===== src/rtl/dec_done_gen_if.sv =====
// Handshake and status bundle between decoder control, the output stream and the
// block-completion tracker.
interface dec_done_gen_if #(
  parameter int CNT_W = 16
);
  logic             start;
  logic [CNT_W-1:0] num_words;
  logic             out_vld;
  logic             out_rdy;
  logic             znz_last;
  logic             bpc_last;
  logic             last;
  logic             blk_done;
  logic             busy;
  logic             err;
  logic [CNT_W-1:0] words_left;

  modport master (
    output start, num_words, out_vld, out_rdy, znz_last, bpc_last,
    input  last, blk_done, busy, err, words_left
  );

  modport slave (
    input  start, num_words, out_vld, out_rdy, znz_last, bpc_last,
    output last, blk_done, busy, err, words_left
  );
endinterface


===== src/rtl/dec_done_gen.sv =====
// Decoder block-completion tracker: counts handed-over words, marks the final one and
// pulses blk_done once words, ZNZ last and BPC last have all been observed.
module dec_done_gen #(
  parameter int CNT_W       = 16,
  parameter int TIMEOUT_CYC = 1024
) (
  input logic          clk_i,
  input logic          rst_ni,
  dec_done_gen_if.slave bus
);

  localparam int WD_W = (TIMEOUT_CYC > 1) ? $clog2(TIMEOUT_CYC) : 1;
  localparam logic [WD_W-1:0] WD_MAX = WD_W'(TIMEOUT_CYC - 1);

  typedef enum logic [1:0] {IDLE, RUN, WAIT_LAST} state_e;

  state_e           state_q, state_d;
  logic [CNT_W-1:0] cnt_q, cnt_d;
  logic             znz_seen_q, znz_seen_d;
  logic             bpc_seen_q, bpc_seen_d;
  logic [WD_W-1:0]  wd_q, wd_d;
  logic             done_q, done_d;
  logic             err_q, err_d;

  logic hs, znz_any, bpc_any, both_seen, dup_last;

  assign hs        = bus.out_vld & bus.out_rdy;
  assign znz_any   = znz_seen_q | bus.znz_last;
  assign bpc_any   = bpc_seen_q | bus.bpc_last;
  assign both_seen = znz_any & bpc_any;
  assign dup_last  = (bus.znz_last & znz_seen_q) | (bus.bpc_last & bpc_seen_q);

  always_ff @(posedge clk_i or negedge rst_ni) begin
    if (!rst_ni) begin
      state_q    <= IDLE;
      cnt_q      <= '0;
      znz_seen_q <= 1'b0;
      bpc_seen_q <= 1'b0;
      wd_q       <= '0;
      done_q     <= 1'b0;
      err_q      <= 1'b0;
    end else begin
      state_q    <= state_d;
      cnt_q      <= cnt_d;
      znz_seen_q <= znz_seen_d;
      bpc_seen_q <= bpc_seen_d;
      wd_q       <= wd_d;
      done_q     <= done_d;
      err_q      <= err_d;
    end
  end

  always_comb begin
    state_d    = state_q;
    cnt_d      = cnt_q;
    znz_seen_d = znz_seen_q;
    bpc_seen_d = bpc_seen_q;
    wd_d       = wd_q;
    done_d     = 1'b0;
    err_d      = err_q;
    unique case (state_q)
      IDLE: begin
        // An accepted start clears the sticky error; a violation in the same cycle still wins.
        if (bus.start) begin
          err_d      = 1'b0;
          cnt_d      = bus.num_words;
          znz_seen_d = 1'b0;
          bpc_seen_d = 1'b0;
          if (bus.num_words == '0) done_d = 1'b1;
          else                     state_d = RUN;
        end
        if (hs | bus.znz_last | bus.bpc_last) err_d = 1'b1;
      end
      RUN: begin
        if (bus.start | dup_last) err_d = 1'b1;
        znz_seen_d = znz_any;
        bpc_seen_d = bpc_any;
        if (hs && cnt_q != '0) begin
          cnt_d = cnt_q - CNT_W'(1);
          if (cnt_q == CNT_W'(1)) begin
            if (both_seen) begin
              state_d = IDLE;
              done_d  = 1'b1;
            end else begin
              state_d = WAIT_LAST;
              wd_d    = '0;
            end
          end
        end
      end
      WAIT_LAST: begin
        if (bus.start | dup_last | hs) err_d = 1'b1;
        znz_seen_d = znz_any;
        bpc_seen_d = bpc_any;
        if (both_seen) begin
          state_d = IDLE;
          done_d  = 1'b1;
        end else if (TIMEOUT_CYC != 0 && wd_q == WD_MAX) begin
          // Watchdog: a missing last pulse must not hang the decoder forever.
          state_d = IDLE;
          done_d  = 1'b1;
          err_d   = 1'b1;
        end else begin
          wd_d = wd_q + WD_W'(1);
        end
      end
      default: state_d = IDLE;
    endcase
  end

  assign bus.last       = (state_q == RUN) & bus.out_vld & (cnt_q == CNT_W'(1));
  assign bus.blk_done   = done_q;
  assign bus.busy       = (state_q != IDLE);
  assign bus.err        = err_q;
  assign bus.words_left = cnt_q;

endmodule


===== src/flat_wrapper.sv =====
// flat-port wrapper written by rule: the top's interface ports become plain ports
module dec_done_gen_flat 
#(
  parameter int CNT_W       = 16,
  parameter int TIMEOUT_CYC = 1024
)
  (clk_i, rst_ni, bus_start, bus_num_words, bus_out_vld, bus_out_rdy, bus_znz_last, bus_bpc_last, bus_last, bus_blk_done, bus_busy, bus_err, bus_words_left);
  dec_done_gen_if #(.CNT_W(CNT_W)) bus_i ();
  input logic clk_i;
  input logic rst_ni;
  input wire logic [$bits(bus_i.start)-1:0] bus_start;
  input wire logic [$bits(bus_i.num_words)-1:0] bus_num_words;
  input wire logic [$bits(bus_i.out_vld)-1:0] bus_out_vld;
  input wire logic [$bits(bus_i.out_rdy)-1:0] bus_out_rdy;
  input wire logic [$bits(bus_i.znz_last)-1:0] bus_znz_last;
  input wire logic [$bits(bus_i.bpc_last)-1:0] bus_bpc_last;
  output wire logic [$bits(bus_i.last)-1:0] bus_last;
  output wire logic [$bits(bus_i.blk_done)-1:0] bus_blk_done;
  output wire logic [$bits(bus_i.busy)-1:0] bus_busy;
  output wire logic [$bits(bus_i.err)-1:0] bus_err;
  output wire logic [$bits(bus_i.words_left)-1:0] bus_words_left;
  assign bus_i.start = bus_start;
  assign bus_i.num_words = bus_num_words;
  assign bus_i.out_vld = bus_out_vld;
  assign bus_i.out_rdy = bus_out_rdy;
  assign bus_i.znz_last = bus_znz_last;
  assign bus_i.bpc_last = bus_bpc_last;
  assign bus_last = bus_i.last;
  assign bus_blk_done = bus_i.blk_done;
  assign bus_busy = bus_i.busy;
  assign bus_err = bus_i.err;
  assign bus_words_left = bus_i.words_left;
  dec_done_gen #(.CNT_W(CNT_W), .TIMEOUT_CYC(TIMEOUT_CYC)) u_core (.clk_i(clk_i), .rst_ni(rst_ni), .bus(bus_i));
endmodule

===== config.mk =====
export PLATFORM = sky130hd
export DESIGN_NAME = dec_done_gen_flat
export DESIGN_NICKNAME = d
export VERILOG_FILES = /design/src/rtl/dec_done_gen_if.sv /design/src/rtl/dec_done_gen.sv /design/src/flat_wrapper.sv
export SDC_FILE = /design/constraint.sdc
export NUM_CORES = 1
export LEC_CHECK = 0
export ABC_AREA = 1
export CAP_MARGIN = 40
export CORE_MARGIN = 2
export CORE_UTILIZATION = 53
export CTS_CLUSTER_SIZE = 14
export DETAILED_ROUTE_END_ITERATION = 10
export HOLD_SLACK_MARGIN = 0.15
export PLACE_DENSITY_LB_ADDON = 0.1
export SYNTH_ARGS = -nofsm -noshare
export SYNTH_HDL_FRONTEND = slang
export SYNTH_SLANG_ARGS = --single-unit

===== constraint.sdc =====
create_clock -name clk_i -period 1.9 [get_ports clk_i]
set_input_delay 0.285 -clock clk_i [delete_from_list [all_inputs] [get_ports clk_i]]
set_output_delay 0.285 -clock clk_i [all_outputs]
set_load 0.01 [all_outputs]

== Word level (Yosys, flattened, before mapping) ==
Index checks and enable logic that the tools add are counted.
Cells by class
  $add $sub $neg: 2
  equality and inequality tests: 14
  mux-type cells: 34
  bitwise logic cells: 13
  reductions and logical operators: 15
Operator list (count)
  10-bit 2-to-1 mux: 5
  16-bit 2-to-1 mux: 2
  16-bit case mux with 2 select lines: 1
  10-bit case mux with 2 select lines: 1
  16-bit by 1-bit == test with 1-bit output, second input constant: 1
  16-bit logical NOT: 1
  16-bit nonzero test: 1
  16-bit by 1-bit subtractor with 16-bit output, second input constant: 1
  2-bit 2-to-1 mux: 7
  1-bit 2-to-1 mux: 13
  10-bit by 1-bit adder with 10-bit output, second input constant: 1
  10-bit == test, second input constant: 1
  2-bit inequality test, second input constant: 5
  2-bit nonzero test: 4
  1-bit OR: 7
  1-bit bitwise AND: 6
  2-bit by 1-bit inequality test with 1-bit output, second input constant: 3
  1-bit case mux with 3 select lines: 2
  2-bit case mux with 3 select lines: 1
  3-bit AND reduction: 2
  6-bit AND reduction: 1
  5-bit AND reduction: 1
  1-bit case mux with 2 select lines: 2
  3-bit by 1-bit inequality test with 1-bit output, second input constant: 1
  other kinds (8): 8
Word-level totals
  flip-flop bits (word level): 32
  input bits: 23
  output and inout bits: 20
  logic and storage cells: 85

== Longest topological paths before layout ==
Gate-level depths: netlist of the first run.
  depth in word-level cells: 8
  gate-level depth with buffers: 11

== Least setup slack after synthesis of the first run ==
No wires, ideal clock.
  kind: reg-to-reg
  start: register u_core.state_q[1]
  end: register u_core.cnt_q[3] (netlist: u_core.bus.words_left[3])
  data arrival time: 1.476 ns
  data required time: 1.778 ns
  slack: 0.302 ns
  stages on the path, launching flop included: 8
  path buffers: 2
  clock period less this slack: 1.598 ns
  cell sequence: dfrtp_1 > inv_1 > ha_1 > buf_2 > inv_1 > buf_1 > mux2i_1 > o21ai_2
On the way
  word-level cells in the longest chain between the ends: 3
  elaborated cells between the ends (all ways): 7
  classes of those cells: eq/ne: 3; mux: 1; reduce/logical: 3
Ends and longest elaborated chain
  start, declared: line dec_done_gen.sv:17  | state_e state_q, state_d;
  start signal, assigned: line dec_done_gen.sv:43  | state_q <= state_d;
  2-bit by 1-bit == test with 1-bit output or 2-bit logical NOT (tied branches): line dec_done_gen.sv:61  | unique case (state_q)
  2-bit by 1-bit inequality test with 1-bit output (no source line) (tied with other cells)
  3-bit AND reduction (no source line)
  end signal, assigned: line dec_done_gen.sv:44  | cnt_q <= cnt_d;
  end, declared: line dec_done_gen.sv:18  | logic [CNT_W-1:0] cnt_q, cnt_d;
Parallel ways exist; a longest one is shown, timed or not.
A chain may end at the register's enable or synchronous reset.

== Final worst setup path of the first run ==
  start: register u_core.state_q[0]
  end: register u_core.cnt_q[5] (netlist: u_core.bus.words_left[5])
Same word-level chain as after synthesis.

==> flow_summary.json, run 1 <==
{
  "yosys_warnings": 0,
  "clock_path_buffers": 2,
  "grt_setup_unrepaired": "no",
  "place_hpwl_um": 4870,
  "crit_top_cell": "buf_4",
  "port_buffers": 42,
  "max_slew_margin_pct": 72.3,
  "core_sq_um": 4440,
  "required_ns": 2.08,
  "worstMarginPinSlew_ns": 0.416,
  "p_leak_nw": 1.70,
  "cp.arrival_ns": 1.93,
  "vias_per_cell": 5.22,
  "end_kind": "flip-flop",
  "drt-pass1-iter-count": 5,
  "ioPinCount": 43,
  "p_per_area_nw_per_um2": 1540,
  "clock_skew_ns": 0.00647,
  "slowest_delay_ns": 0.39,
  "drive_above_1_share_pct": 13.7,
  "fillers": 375,
  "cp_slowest_cell": "dfrtp_1",
  "route.detailed.drc": 0,
  "yosysTopAreaCell": "dfrtp_1",
  "synth_nets": 424,
  "fin_tns_setup_ns": 0,
  "cts-root-buf": "clkbuf_8",
  "synth.cell_area_sq_um": 2480,
  "seq_area_frac_synth_pct": 32.3,
  "nNetsFinal": 497,
  "vias": 2710,
  "p_total_mw": 5.06,
  "drt-initial-drc-count": 234,
  "instances_no_fill": 519,
  "grt_pass1_vias": 2587,
  "synth_cell_type_count": 37,
  "std_cell_rows": 24,
  "wl_um": 6470,
  "dieArea_sq_um": 5240,
  "place_inst": 509,
  "clock_latency_ns": 0.29,
  "irDropWorstVdd_mv": 1.09,
  "syn_inst": 393,
  "synth_area_leaders": "dfrtp_1, nand2_1, nor2_1",
  "die_h_um": 72.4,
  "finalSetupViolCount": 0,
  "status": "complete, no violations",
  "start_kind": "flip-flop",
  "fmax_mhz": 571,
  "postCtsHoldBufs": 0,
  "ys_ff_latch": 32,
  "cts_max_level": 2,
  "avgRoutedWirePerCell_um": 12.5,
  "criticalPathCategory": "flip-flop to flip-flop",
  "routabilityCongestion": 0.891,
  "postSynthAreaPerCell_sq_um": 6.31,
  "synth_top_area_share_pct": 32.3,
  "grt_overflow": 0,
  "cts_tree": "yes",
  "initial_core_util_pct": 55.8,
  "die_x_um": 72.4,
  "min_period_ns": 1.75,
  "grt_start_max_net_pins": 33,
  "path_cells": "buf_4 -> ha_1 -> buf_4 -> inv_1 -> buf_4 -> mux2i_1 -> o21ai_2",
  "area_growth_pct": 32.5,
  "clkTransAtPathRegs_ns": 0.08,
  "antenna_found_initial": 0,
  "cts_buffers": 5,
  "antenna_cells": 0,
  "ant_nets": 0,
  "grt_pass1_wl_um": 11400,
  "cp_max_fo": 9,
  "grtUsageTotal_pct": 27.5,
  "period_share_pct": 92.1,
  "maxSlewViolCount": 0,
  "whs_ns": 0.401,
  "cts.sinks": 32,
  "hold_class": "input pin to asynchronous set/reset pin",
  "finalHoldViolCount": 0,
  "drv_cap": 0
}
-- path summary, 6_finish.rpt --
kind / from / to / slack [ns] / depth (start not counted)
max: u_core.state_q[0]$_DFFE_PN0P_ / u_core.bus.words_left[5]$_DFFE_PN0P_ / 0.15 / 7
min: rst_ni / u_core.wd_q[9]$_DFFE_PN0P_ / 0.40 / 2
max reg2reg: u_core.state_q[0]$_DFFE_PN0P_ / u_core.bus.words_left[5]$_DFFE_PN0P_ / 0.15 / 7
min reg2reg: u_core.bus.err$_DFFE_PN0P_ / u_core.bus.err$_DFFE_PN0P_ / 0.52 / 2
max in group asynchronous: rst_ni / u_core.bus.words_left[15]$_DFFE_PN0P_ / 1.20 / 2
min in group clk_i: u_core.bus.err$_DFFE_PN0P_ / u_core.bus.err$_DFFE_PN0P_ / 0.52 / 2
-- registers in the layout, indices dropped and copies added (netlist names) --
signal and count:
u_core.znz_seen_q 1, u_core.wd_q 10, u_core.bus.words_left 16, u_core.bpc_seen_q 1, u_core.state_q 2, u_core.bus.err 1
u_core.bus.blk_done 1
-- worst max-delay path, delay by kind of cell (launching register included) --
family,cells,cell delay [ns]
flops,1,0.39
buf+inv,4,0.73
fa+ha+maj,1,0.21
compound gates,1,0.08
mux,1,0.23
-- layer usage --
layer,vias up,global-route usage (%),wire (um)
li1,1375,-,-
met1,1237,36.7,2970
met2,91,45.5,3090
met3,7,4.86,346
met4,0,9.05,61
met5,-,0,0
-- through the flow --
| stage | area [sq um] | setup WS [ns] | utilization (%) |
|---|---|---|---|
| floorplan | 2480 | 0.302 | - |
| global placement | 3150 | 0.0588 | 70.8 |
| detailed placement | 3150 | 0.0626 | 70.8 |
| CTS | 3280 | 0.0152 | 73.7 |
| global route | 3290 | 0.0251 | 74.0 |
| finish | 3290 | 0.149 | 74.0 |
-- placed cells by master, fill, tap and decap left out, types with 5 or more instances in the layout --
cell               n
ha_1               8
clkbuf_8           5
clkdlybuf4s50_1   40
o21ai_0            9
nand2_1          153
buf_4             30
nor2_1            57
dfrtp_1           32
nand2_2            7
inv_1             36
o21ai_1            5
nand3_1           36
-- power breakdown --
group	switching [mW]	internal, mW	total, mW
Combinational	1.92	1.40	3.32
Clock	0.281	0.388	0.669
Sequential	0.153	0.916	1.07
-- final cells by class --
cell class / instances / area (sq um) / area share (%)
Multi-Input combinational cell: 316 / 1500 / 45.8
Sequential cell: 32 / 801 / 24.4
Timing Repair Buffer: 73 / 663 / 20.2
Inverter: 38 / 143 / 4.34
Clock buffer: 5 / 68.8 / 2.09
Tap cell: 52 / 65.1 / 1.98
Clock inverter: 3 / 42.5 / 1.29
-- cell usage after synthesis, drive strengths merged --
cell type,n
nand2,161
nor2,64
nand3,38
inv,37
dfrtp,32
o21ai,18
ha,8
buf,6
nor3,4
a21oi,3
nand3b,3
xor2,3
a21boi,2
mux2i,2
or2,2
a21o,1
a31oi,1
clkbuf,1
clkinv,1
nand4,1
nor4,1
o21bai,1
o221ai,1
o22ai,1
xnor2,1
-- cells by family (layout without fill, tap and decap cells) --
logic type | after synthesis | count (layout) | share of synthesized area (%)
flops | 32 | 32 | 32.3
xor+xnor | 4 | 4 | 1.41
fa+ha+maj | 8 | 8 | 4.04
buf+inv | 45 | 119 | 7.67
compound gates | 28 | 28 | 6.91
simple gates | 274 | 274 | 46.9
mux | 2 | 2 | 0.807
-- repair_timing --
action / CTS / global route
cloned: 0 / 0
endpoints found under the setup margin: 2 / 5
setup buffers: 2 / 0
gates resized for setup: 2 / 6
(Power assumes the default switching activity.)
==> run 2, diff against run 1 <==
==> constraint.sdc (replaced) <==
create_clock -name clk_i -period 1.9 [get_ports clk_i]
set_input_delay 0.475 -clock clk_i [delete_from_list [all_inputs] [get_ports clk_i]]
set_output_delay 0.475 -clock clk_i [all_outputs]
set_load 0.01 [all_outputs]
==> flow_summary.json, run 2 (synthesis gave the netlist of run 1 again) <==
{
  "largest_register_ff_count": 16,
  "period_share_pct": 99.5,
  "cts-root-buf": "clkbuf_8",
  "drive_above_1_share_pct": 19.0,
  "area_growth_pct": 40.0,
  "cts.sinks": 32,
  "required_ns": 1.42,
  "placed_cell_area_sq_um": 3250,
  "worstMarginPinSlew_ns": 0.437,
  "grt_overflow": 0,
  "cts_tree": "yes",
  "maxSlewViolCount": 0,
  "rr_worst_depth": 7,
  "finalHoldViolCount": 0,
  "routabilityCongestion": 0.884,
  "route.detailed.drc": 0,
  "irDropWorstVdd_mv": 1.25,
  "clock_latency_ns": 0.30,
  "clock_power_share_pct": 12.5,
  "drt-initial-drc-count": 229,
  "whs_ns": 0.548,
  "hold_class": "flip-flop to flip-flop",
  "ant_nets": 0,
  "die_x_um": 72.4,
  "clkTransAtPathRegs_ns": 0.07,
  "final_cell_mix": "nand2_1, nor2_1, buf_4",
  "dieArea_sq_um": 5240,
  "drv_cap": 0,
  "end_kind": "output pin",
  "rr_endpoint": "u_core.bus.words_left[3]$_DFFE_PN0P_",
  "switching_share_pct": 46.0,
  "final_common_cell": "nand2_1",
  "grtUsageTotal_pct": 28.0,
  "finalSetupViolCount": 0,
  "p_leak_nw": 1.78,
  "fmax_mhz": 529,
  "p_per_area_nw_per_um2": 1580,
  "p_switching_mw": 2.51,
  "cp.arrival_ns": 1.41,
  "criticalPathCategory": "flip-flop to output pin",
  "grt_start_max_net_pins": 33,
  "min_period_ns": 1.89,
  "antenna_cells": 0,
  "antenna_found_initial": 0,
  "port_buffers": 42,
  "post-route-cell-area_sq_um": 3470,
  "initial_core_util_pct": 55.8,
  "p_int_mw": 2.96,
  "start_kind": "flip-flop",
  "core_sq_um": 4440,
  "reg2reg_from": "u_core.state_q[1]$_DFFE_PN0P_",
  "grt_pass1_vias": 2682,
  "nNetsFinal": 515,
  "ioPinCount": 43,
  "fillers": 336,
  "clock_skew_ns": 0.0101,
  "power_frac_seq_pct": 19.4,
  "place_hpwl_um": 4870,
  "cts_buffers": 5,
  "cp_max_fo": 2,
  "clock_path_buffers": 2,
  "combinationalPowerShare_pct": 68.1,
  "cts_max_level": 2,
  "vias_per_cell": 5.31,
  "max_slew_margin_pct": 70.9,
  "wl_um": 6940,
  "std_cell_rows": 24,
  "avgRoutedWirePerCell_um": 12.9,
  "grt_setup_unrepaired": "yes",
  "worstSetupEndpoint": "bus_last",
  "status": "complete, no violations",
  "startpoint": "u_core.bus.words_left[11]$_DFFE_PN0P_",
  "grt_pass1_wl_um": 11700,
  "vias": 2851,
  "r2r_slack_ns": 0.14,
  "drt-pass1-iter-count": 5,
  "die_h_um": 72.4
}
==> run 2: cell types whose count changed in the layout (fill, tap and decap cells not counted), sizes merged <==
cell,delta
clkinvlp,+2
buf,+17
inv,-1
nor2,+1
dlygate4sd2,+1
clkbuf,-1
dlymetal6s2s,-1
==> run 2: power by group through the flow <==
stage          clock, mW  sequential [mW]  combinational, mW
3_5_place_dp           0             1.07               3.41
6_report           0.682             1.06               3.72
5_1_grt            0.706             1.09               4.12
4_1_cts            0.684             1.06               3.56
3_3_place_gp           0             1.06               3.33
2_1_floorplan          0             1.24               1.80
==> run 2: stage by stage <==
step	cells	setup TNS [ns]	power, mW	util [%]	worst slack [ns]
2_1_floorplan	393	0	3.04	-	0.138
3_3_place_gp	523	-0.953	4.38	73.2	-0.284
3_5_place_dp	523	-1.58	4.48	73.2	-0.265
4_1_cts	535	-0.0116	5.30	76.9	-0.0116
5_1_grt	537	-0.0958	5.92	78.1	-0.0582
6_report	537	0	5.47	78.1	0.0104
==> run 2: worst min-delay path by stage <==
stage / startpoint / end / slack, ns / cells past startpoint
3_3_place_gp: u_core.wd_q[9]$_DFFE_PN0P_ / u_core.wd_q[9]$_DFFE_PN0P_ / 0.49 / 2
4_1_cts: u_core.wd_q[9]$_DFFE_PN0P_ / u_core.wd_q[9]$_DFFE_PN0P_ / 0.53 / 2
2_1_floorplan: rst_ni / u_core.bpc_seen_q$_DFFE_PN0P_ / 0.18 / 0
5_1_grt: u_core.wd_q[9]$_DFFE_PN0P_ / u_core.wd_q[9]$_DFFE_PN0P_ / 0.55 / 2
3_5_place_dp: u_core.wd_q[9]$_DFFE_PN0P_ / u_core.wd_q[9]$_DFFE_PN0P_ / 0.51 / 2
6_report: u_core.wd_q[9]$_DFFE_PN0P_ / u_core.wd_q[9]$_DFFE_PN0P_ / 0.55 / 2
==> run 2: cell type report <==
class / instances / area [sq um] / area share [%]
Clock inverter: 3 / 42.5 / 1.23
Clock buffer: 5 / 68.8 / 1.98
Tap cell: 52 / 65.1 / 1.87
Sequential cell: 32 / 801 / 23.1
Timing Repair Buffer: 89 / 796 / 22.9
Multi-Input combinational cell: 317 / 1550 / 44.6
Inverter: 38 / 146 / 4.22
Timing Repair inverter: 1 / 5.00 / 0.144
==> run 2: per-layer routing <==
metal | wire length, um | vias up | global-route usage [%]
met5 | 0 | - | 0
met4 | 108 | 0 | 9.26
met3 | 447 | 12 | 5.56
met2 | 3340 | 115 | 47.6
met1 | 3050 | 1307 | 35.7
li1 | - | 1417 | -
==> run 2: repair_timing <==
item	4_1_cts	5_1_grt
gates cloned	0	2
setup endpoints to repair	3	25
setup buffers	4	0
hold buffers	0	0
gates resized for setup	11	11
pin swaps	4	2
==> run 2: worst max-delay path: stages, from the launching register on <==
cell and delay (ns):
dfrtp_1 0.39, nor2_2 0.15, nand2_2 0.09, nor2_4 0.14, nand3_2 0.08, nor2_2 0.13
buf_2 0.14
==> run 3, diff against run 2 <==
--- a/config.mk
+++ b/config.mk
@@ -5,12 +5,12 @@
 export SDC_FILE = /design/constraint.sdc
 export NUM_CORES = 1
 export LEC_CHECK = 0
-export ABC_AREA = 1
 export CAP_MARGIN = 40
 export CORE_MARGIN = 2
-export CORE_UTILIZATION = 53
+export CORE_UTILIZATION = 60
 export CTS_CLUSTER_SIZE = 14
 export DETAILED_ROUTE_END_ITERATION = 10
+export DONT_BUFFER_PORTS = 1
 export HOLD_SLACK_MARGIN = 0.15
 export PLACE_DENSITY_LB_ADDON = 0.1
 export SYNTH_ARGS = -nofsm -noshare
==> flow_summary.json, run 3 <==
{
  "status": "stopped before the end",
  "lastStage": "global routing",
  "stop_error": "[ERROR DPL-0038] Utilization greater than 100%, impossible to legalize",
  "place_inst": 347,
  "cts.sinks": 32,
  "std_cell_rows": 21,
  "port_buffers": 0,
  "synth.most_common_cell": "dfrtp_1",
  "synth_nets": 285,
  "synth_area_leaders": "dfrtp_1, nand2_1, ha_1",
  "endpoint_type": "primary output",
  "die_x_um": 64.5,
  "ioPinCount": 43,
  "yosysTopAreaCell": "dfrtp_1",
  "synth_edf_count": 0,
  "synth.cell_area_sq_um": 2190,
  "synthFlopType": "dfrtp_1",
  "initial_core_util_pct": 64.2,
  "yosys_warnings": 0,
  "clock_path_buffers": 2,
  "postSynthAreaPerCell_sq_um": 8.64,
  "postGrtWorstEndpoint": "bus_last",
  "cts_buffers": 5,
  "yosys-top-cells-count": "dfrtp_1, nand2_1, nor2_1",
  "place_hpwl_um": 4790,
  "async_reset_ff_share_pct": 100,
  "grt_start_max_net_pins": 33,
  "syn_inst": 254,
  "routabilityCongestion": 0.961,
  "cts_max_level": 2,
  "seq_area_frac_synth_pct": 36.5,
  "synth_top_area_share_pct": 36.5,
  "synth_cell_type_count": 52,
  "placed_cell_area_sq_um": 2680,
  "die_h_um": 64.5,
  "ys_ff_latch": 32,
  "cts-root-buf": "clkbuf_4"
}
## run 3: through the flow
stage | setup TNS (ns) | worst slack [ns]
CTS | -1.29 | -0.277
detailed placement | -0.893 | -0.131
global placement | -0.440 | -0.127
floorplan | -2.10 | -0.171
## run 3: repair_timing
item | CTS
pin swaps | 19
buffers inserted | 7
endpoints found under the hold margin | 32
hold buffers | 2
gates resized for setup | 32
setup endpoints to repair | 22
## run 3: kinds of logic after synthesis
kind of cell | Yosys count | synth area share, %
xor gates and xnor gates | 1 | 0.399
muxes | 9 | 4.16
adders and majority gates | 8 | 4.56
AOI/OAI and AO/OA | 75 | 24.5
DFF | 32 | 36.5
buffers and inverters | 21 | 3.71
and+or+nand+nor | 108 | 26.2
==> run 4, diff against run 3 <==
--- a/config.mk
+++ b/config.mk
@@ -7,12 +7,10 @@
 export LEC_CHECK = 0
 export CAP_MARGIN = 40
 export CORE_MARGIN = 2
-export CORE_UTILIZATION = 60
-export CTS_CLUSTER_SIZE = 14
+export CORE_UTILIZATION = 40
 export DETAILED_ROUTE_END_ITERATION = 10
 export DONT_BUFFER_PORTS = 1
-export HOLD_SLACK_MARGIN = 0.15
-export PLACE_DENSITY_LB_ADDON = 0.1
+export PLACE_DENSITY_LB_ADDON = 0.15
 export SYNTH_ARGS = -nofsm -noshare
 export SYNTH_HDL_FRONTEND = slang
 export SYNTH_SLANG_ARGS = --single-unit
==> flow_summary.json, run 4 <==
{
  "drt-initial-drc-count": 159,
  "synth.most_common_cell": "dfrtp_1",
  "period_share_pct": 119,
  "clock_path_buffers": 2,
  "synth_top_area_share_pct": 36.5,
  "synth_area_leaders": "dfrtp_1, nand2_1, ha_1",
  "route.detailed.drc": 0,
  "clkTransAtPathRegs_ns": 0.08,
  "core_sq_um": 5200,
  "cts.sinks": 32,
  "worstMarginPinSlew_ns": 0.850,
  "grt_start_max_net_pins": 33,
  "vias": 2387,
  "grt_pass1_vias": 2178,
  "yosysTopAreaCell": "dfrtp_1",
  "drive_above_1_share_pct": 35.4,
  "grtUsageTotal_pct": 23.3,
  "area_growth_pct": 41.8,
  "yosys-top-cells-count": "dfrtp_1, nand2_1, nor2_1",
  "ys_ff_latch": 32,
  "max_slew_margin_pct": 43.1,
  "utilization_pct": 59.8,
  "cts_tree": "yes",
  "finalHoldViolCount": 0,
  "avgRoutedWirePerCell_um": 18.6,
  "criticalPathCategory": "flip-flop to output pin",
  "place_hpwl_um": 5010,
  "die_x_um": 78.1,
  "ioPinCount": 43,
  "synthFlopType": "dfrtp_1",
  "required_ns": 1.42,
  "std_cell_rows": 26,
  "crit_top_cell": "buf_4",
  "violations": "setup timing",
  "synth_edf_count": 0,
  "antenna_cells": 0,
  "cp_slowest_cell": "dfrtp_2",
  "wl_um": 7220,
  "seq_area_frac_synth_pct": 36.5,
  "synth_nets": 285,
  "clock_skew_ns": 0.0114,
  "routabilityCongestion": 0.905,
  "end_kind": "output pin",
  "grt_pass1_wl_um": 11200,
  "slowest_delay_ns": 0.41,
  "die_h_um": 78.1,
  "ant_nets": 0,
  "drt-pass1-iter-count": 5,
  "syn_inst": 254,
  "placed_cell_area_sq_um": 2710,
  "p_per_area_nw_per_um2": 1460,
  "postSynthAreaPerCell_sq_um": 8.64,
  "synth.cell_area_sq_um": 2190,
  "cts-root-buf": "clkbuf_8",
  "cts_max_level": 2,
  "fin_ws_ns": -0.356,
  "fmax_mhz": 443,
  "nNetsFinal": 349,
  "reg2reg_from": "u_core.bus.words_left[1]$_DFFE_PN0P_",
  "start_kind": "flip-flop",
  "port_buffers": 0,
  "cts_buffers": 5,
  "cp.arrival_ns": 1.78,
  "synth_cell_type_count": 52,
  "hold_class": "input pin to asynchronous set/reset pin",
  "finalSetupViolCount": 27,
  "dieArea_sq_um": 6090,
  "drv_cap": 0,
  "irDropWorstVdd_mv": 0.664,
  "startpoint": "u_core.bus.words_left[1]$_DFFE_PN0P_",
  "path_cells": "inv_2 -> ha_4 -> nor4b_4 -> buf_4 -> nand4_1 -> nor3_2 -> buf_4",
  "antenna_found_initial": 0,
  "final_common_cell": "buf_4",
  "maxSlewViolCount": 0,
  "post-route-cell-area_sq_um": 3110,
  "grt_overflow": 0,
  "cp_max_fo": 2,
  "p_leak_nw": 1.21,
  "yosys_warnings": 0,
  "min_period_ns": 2.26,
  "grt_setup_unrepaired": "yes",
  "status": "finished, violations left",
  "clock_latency_ns": 0.29,
  "final_cell_mix": "buf_4, dfrtp_1, nand2_1",
  "async_reset_ff_share_pct": 100,
  "initial_core_util_pct": 42.1,
  "largest_register_ff_count": 16,
  "vias_per_cell": 6.14
}
## run 4: cell counts after synthesis
Identical to the previous run, type by type.
## run 4: final timing paths
kind,end,slack (ns),cells past startpoint
max,bus_last,-0.36,7
min,u_core.bus.words_left[6]$_DFFE_PN0P_,0.01,1
max reg2reg,u_core.wd_q[6]$_DFFE_PN0P_,-0.29,10
min reg2reg,u_core.wd_q[1]$_DFFE_PN0P_,0.54,2
max in group asynchronous,u_core.bus.words_left[0]$_DFFE_PN0P_,1.68,1
min in group clk_i,u_core.bus.words_left[13]$_DFFE_PN0P_,0.32,1
## run 4: area by class of cell
class                   count  area (sq um)
inverters                  13          52.6
well taps                  70          87.6
multi-input cells         202          1550
clock inverters             1          5.00
repair buffers             64           536
clock buffers               7          76.3
flip-flops and latches     32           805
fillers                   464          2090
## run 4: repair_timing
action / 4_1_cts / 5_1_grt
pin swaps: 21 / 14
endpoints found under the setup margin: 22 / 31
gates resized for setup: 29 / 15
hold buffers: 1 / 0
gates cloned: 0 / 1
buffers inserted: 5 / 5
endpoints found under the hold margin: 32 / 0
## run 4: kinds of logic (layout without fill, tap and decap cells)
logic type | after synthesis | count (layout) | share of synthesized area, %
XOR/XNOR | 1 | 1 | 0.399
flip-flops | 32 | 32 | 36.5
buffers and inverters | 21 | 85 | 3.71
adder cells (fa/ha/maj) | 8 | 8 | 4.56
AO/OA/AOI/OAI | 75 | 75 | 24.5
AND/OR/NAND/NOR | 108 | 109 | 26.2
multiplexers | 9 | 9 | 4.16
## run 4: metrics by stage
step	setup slack [ns]	hold slack [ns]	power, mW	setup TNS, ns	instances
after floorplan	-0.171	0.179	2.53	-2.10	254
after CTS	-0.312	0.0147	4.34	-3.21	383
final	-0.356	0.0102	4.56	-5.25	389
after global routing	-0.429	0.0159	4.84	-8.46	389
after global placement	-0.175	0.180	3.56	-1.87	369
after detailed placement	-0.221	0.180	3.58	-2.42	369
## run 4: power by group
group	internal (mW)	switching, mW	leakage, nW
Combinational	1.32	1.59	0.769
Clock	0.257	0.261	0.0422
Sequential	0.910	0.215	0.403
Total	2.49	2.07	1.21
## run 4: layer usage
metal | wire (um) | vias to the layer above | GRT usage (%) | share of wire [%]
li1 | - | 1115 | - | -
met1 | 3200 | 1175 | 32.2 | 44
met2 | 3340 | 83 | 35.8 | 46
met3 | 516 | 14 | 5.63 | 7.1
met4 | 157 | 0 | 8.25 | 2.2
met5 | 0 | - | 0 | 0
## run 4: critical path: cells and delay by family, from the launching register on
kind	cells	cell delay [ns]
AND/OR/NAND/NOR	3	0.55
flip-flops	1	0.41
buffers and inverters	3	0.40
adder cells (fa/ha/maj)	1	0.14
